<file path="config.mk">
export PLATFORM = sky130hd
export DESIGN_NAME = sum_accumulator
export DESIGN_NICKNAME = d
export VERILOG_FILES = /design/src/rtl/sum_accumulator.sv
export SDC_FILE = /design/constraint.sdc
export NUM_CORES = 1
export LEC_CHECK = 0
export ABC_AREA = 1
export CORE_MARGIN = 2
export CORE_UTILIZATION = 35
export DETAILED_ROUTE_END_ITERATION = 10
export DONT_BUFFER_PORTS = 1
export SYNTH_ARGS = -nofsm -noshare
export SYNTH_HDL_FRONTEND = slang
export SYNTH_SLANG_ARGS = --single-unit
</file>
<file path="constraint.sdc">
create_clock -name clk -period 3 [get_ports clk]
set_input_delay 0.3 -clock clk [delete_from_list [all_inputs] [get_ports clk]]
set_output_delay 0.3 -clock clk [all_outputs]
set_load 0.01 [all_outputs]
</file>
<file path="src/rtl/sum_accumulator.sv">
// Accumulates SAMPLES accepted sum bytes into a 16-bit total, then streams the
// total out as two bytes (low, then high) with a per-window overflow flag.
module sum_accumulator #(
  parameter int SAMPLES = 4,
  parameter bit SAT     = 1'b0
) (
  input  logic       clk,
  input  logic       rst_n,
  input  logic [7:0] in_data,
  input  logic       in_valid,
  output logic       in_ready,
  output logic [7:0] out_data,
  output logic       out_valid,
  input  logic       out_ready,
  output logic       out_last,
  output logic       out_ovf
);

  localparam int CW = $clog2(SAMPLES + 1);

  typedef enum logic [1:0] {
    ACCUM   = 2'd0,
    EMIT_LO = 2'd1,
    EMIT_HI = 2'd2
  } state_t;

  state_t        state;
  logic [15:0]   acc;
  logic [CW-1:0] cnt;
  logic          ovf_acc;
  logic [7:0]    res_hi;

  logic [16:0]   sum17;
  logic [15:0]   acc_next;
  logic          last_beat;

  assign sum17     = {1'b0, acc} + {9'd0, in_data};
  assign acc_next  = (SAT && sum17[16]) ? 16'hFFFF : sum17[15:0];
  assign last_beat = (cnt == CW'(SAMPLES - 1));

  // The low result byte is loaded straight into out_data on the closing
  // input beat, so only the high byte needs to be kept for the second beat.
  always_ff @(posedge clk or negedge rst_n) begin
    if (!rst_n) begin
      state     <= ACCUM;
      acc       <= '0;
      cnt       <= '0;
      ovf_acc   <= 1'b0;
      res_hi    <= '0;
      in_ready  <= 1'b0;
      out_data  <= '0;
      out_valid <= 1'b0;
      out_last  <= 1'b0;
      out_ovf   <= 1'b0;
    end else begin
      case (state)
        ACCUM: begin
          in_ready  <= 1'b1;
          out_valid <= 1'b0;
          if (in_valid && in_ready) begin
            if (last_beat) begin
              res_hi    <= acc_next[15:8];
              out_data  <= acc_next[7:0];
              out_ovf   <= ovf_acc | sum17[16];
              out_last  <= 1'b0;
              out_valid <= 1'b1;
              in_ready  <= 1'b0;
              acc       <= '0;
              cnt       <= '0;
              ovf_acc   <= 1'b0;
              state     <= EMIT_LO;
            end else begin
              acc     <= acc_next;
              cnt     <= cnt + 1'b1;
              ovf_acc <= ovf_acc | sum17[16];
            end
          end
        end
        EMIT_LO: begin
          if (out_ready) begin
            out_data <= res_hi;
            out_last <= 1'b1;
            state    <= EMIT_HI;
          end
        end
        EMIT_HI: begin
          if (out_ready) begin
            out_valid <= 1'b0;
            out_last  <= 1'b0;
            out_ovf   <= 1'b0;
            in_ready  <= 1'b1;
            state     <= ACCUM;
          end
        end
        default: begin
          out_valid <= 1'b0;
          out_last  <= 1'b0;
          out_ovf   <= 1'b0;
          in_ready  <= 1'b0;
          state     <= ACCUM;
        end
      endcase
    end
  end

endmodule

</file>
==> impl_metrics.ini <==
[outcome]
status = complete, no violations

[clock_tree]
cts_setup_buffers = 0
root_buffer = clkbuf_8
clock_path_buffers = 2
cts_buffers = 5
htree_levels = 2
clkTransAtPathRegs_ns = 0.08
cts_tree = built
clock-sinks = 41
worstSkewPairLatency_ns = 0.30

[critical_path]
cp.required_ns = 3.20
r2r_start = acc[0]
path_class = register to register
reg2reg_setup_slack_ns = 1.17
cp-start-kind = register
cp_cell_sequence = ha_1 > fa_1 > nand2_1 > nand2_1 > nand2_1 > inv_1 > nand2_1 > nand3_1 > nand2_1 > nand2_1 > nand2_1 > nand2_1
crit_path_end_kind = register
cpPeakStageDelay_ns = 0.40
critPathMaxFanout = 3
crit_top_cell = nand2_1
timing.rr.end = out_ovf
reg2reg_depth = 12
crit_arrival_ns = 2.02
cp_slowest_cell = fa_1

[drt]
vias_per_cell = 4.96
drtIter0Drc = 108
dr_total_vias = 1980
drc = 0
dr.pass1.iters = 4
drt_wl_total_um = 5410
postRouteAntennaNets = 0
avgRoutedWirePerCell_um = 13.6

[placement]
place_ws_ns = 1.18
port-buffer-count = 0
dp_cells = 389
hpwl_um = 4010
gp_congestion = 0.911
placed_area_um2 = 2430

[timing]
finClkSkew_ns = 0.00804
setup_ws_ns = 1.17
setup_viol_count_final = 0
period_minus_slack_ns = 1.83
hold_ws_ns = 0.110
drv_slew = 0
hold_viol = 0
max_clock_freq_ghz = 0.547
worstMarginPinSlew_ns = 0.497
rsz0062_at_grt = false
maxSlewHeadroom_pct = 66.8
final.period_utilization_pct = 60.9
finalSetupTns_ns = 0

[power_and_ir_drop]
clkPwrFrac_pct = 16.0
sw_frac_of_total_pct = 46.5
p_seq_share_pct = 36.8
intPower_w = 0.00133
power-per-cell-area_nw_per_um2 = 971
ir_drop_uv = 262
p_comb_share_pct = 47.3
p_leak_nw = 1.41
p_switching_w = 0.00116

[cells_and_area]
stdcell_area_um2 = 2560
drive_above_1_share_pct = 6.52
diodes = 0
areaGrowthSynthToFinish_pct = 8.25
final_cell_count_no_fill = 399
final_nets = 343
layout_commonest_cell = nand2_1
final_cell_mix = nand2_1, dfrtp_1, nand3_1

[global_routing]
antenna_found_initial = 0
grt_pass1_vias = 1911
track_usage_pct = 15.7
grt-ovfl-total = 0
grt_first_pass_wirelength_um = 9230
grt_max_degree = 42

[floorplanning]
start_util_pct = 36.6
die_h_um = 86.2
core.rowCount = 29
die_area_um2 = 7430
io_pins = 24
coreArea_um2 = 6460
dieWidth_um = 86.2

[yosys]
synth_area_per_cell_um2 = 7.49
synth_area_leaders = dfrtp_1, nand2_1, nand3_1, inv_1, ha_1
synth-simple-area-share_pct = 34.7
syn_nets = 338
ys_ff_latch = 41
synth_top_family_by_area = simple AND/OR/NAND/NOR gates
synth_area_um2 = 2370
yosysUniqueCellTypes = 29
ys_seq_area_share_pct = 43.4
synth_cells = 316
synthAdderAreaFrac_pct = 5.61
synth_top_area_cell = dfrtp_1
yosysTopAreaCellShare_pct = 43.4
synthMuxAreaShare_pct = 0
synth_compound_area_share_pct = 8.46
synth_xor_area_share_pct = 1.11
yosysWarnings = 0

[worst_hold_path]
worstHoldStart = out_ready
hold_path_end = state[0]
hold_depth = 1
worstHoldPathType = input pin to register

[flow_run]
drv_cap = 0
power groups by stage:
stage	logic [W]	clock network, W	registers (W)
6_report	0.00118	0.000397	0.000915
5_1_grt	0.00136	0.000432	0.000941
4_1_cts	0.00119	0.000406	0.000917
3_5_place_dp	0.00117	0	0.000927
3_3_place_gp	0.00115	0	0.000922
2_1_floorplan	0.000937	0	0.000885
how the worst max path moves through the flow:
stage,startpoint,to,slack [ns],cells past startpoint
floorplan,acc[0],ovf_acc,1.31,11
global placement,acc[0],out_ovf,1.23,12
detailed placement,acc[0],out_ovf,1.18,12
CTS,acc[0],out_ovf,1.17,12
global route,acc[0],res_hi[4],0.96,11
finish,acc[0],out_ovf,1.17,12
through the flow:
stage	utilization, %	power, W
floorplan	-	0.00182
global placement	37.7	0.00207
detailed placement	37.7	0.00210
CTS	39.7	0.00252
global route	39.7	0.00273
finish	39.7	0.00249
flip-flops by register name, summed over array words and instances, names as in the netlist:
name       cells
res_hi         8
state          2
out_data       8
ovf_acc        1
cnt            3
out_ovf        1
acc           16
out_valid      1
in_ready       1
layout make-up:
type | instances | area [µm²]
clock buffers | 6 | 82.6
clock inverters | 2 | 13.8
fillers | 692 | 3900
inverters | 35 | 131
multi-input cells | 236 | 1180
flip-flops and latches | 41 | 1030
well taps | 77 | 96.3
repair buffers | 2 | 30.0
kinds of logic (layout without fill, tap and decap cells):
kind of cell             count (synthesis)  count (layout)
AND/OR/NAND/NOR                        191             191
flip-flops                              41              41
buffers and inverters                   39              45
AO/OA/AOI/OAI                           32              32
adder cells (fa/ha/maj)                 10              10
XOR/XNOR                                 3               3
timing repair:
action | 4_1_cts | 5_1_grt
hold endpoints to repair | 41 | 0
resized for setup | 0 | 0
hold buffers | 2 | 0
cells in the mapped netlist (all sizes together):
| cell | instances |
|---|---|
| a21boi | 1 |
| a21o | 1 |
| a21oi | 14 |
| a22o | 6 |
| a31oi | 3 |
| buf | 3 |
| clkbuf | 1 |
| dfrtp | 41 |
| fa | 1 |
| ha | 9 |
| inv | 35 |
| nand2 | 125 |
| nand3 | 34 |
| nand3b | 4 |
| nand4 | 2 |
| nor2 | 23 |
| nor3 | 2 |
| o21a | 2 |
| o21ai | 5 |
| or2 | 1 |
| xnor2 | 2 |
| xor2 | 1 |
routing by layer:
metal	wire length, µm	GRT usage, %
met1	2480	20.0
met4	39	3.41
met2	2690	27.5
met5	0	0
met3	200	3.43
worst max-delay path, delay by kind of cell, from the launching register on:
| family | cells | cell delay (ns) |
|---|---|---|
| adders and majority gates | 2 | 0.60 |
| buffers and inverters | 1 | 0.06 |
| DFF | 1 | 0.39 |
| and+or+nand+nor | 9 | 0.68 |
(Power assumes the default switching activity.)
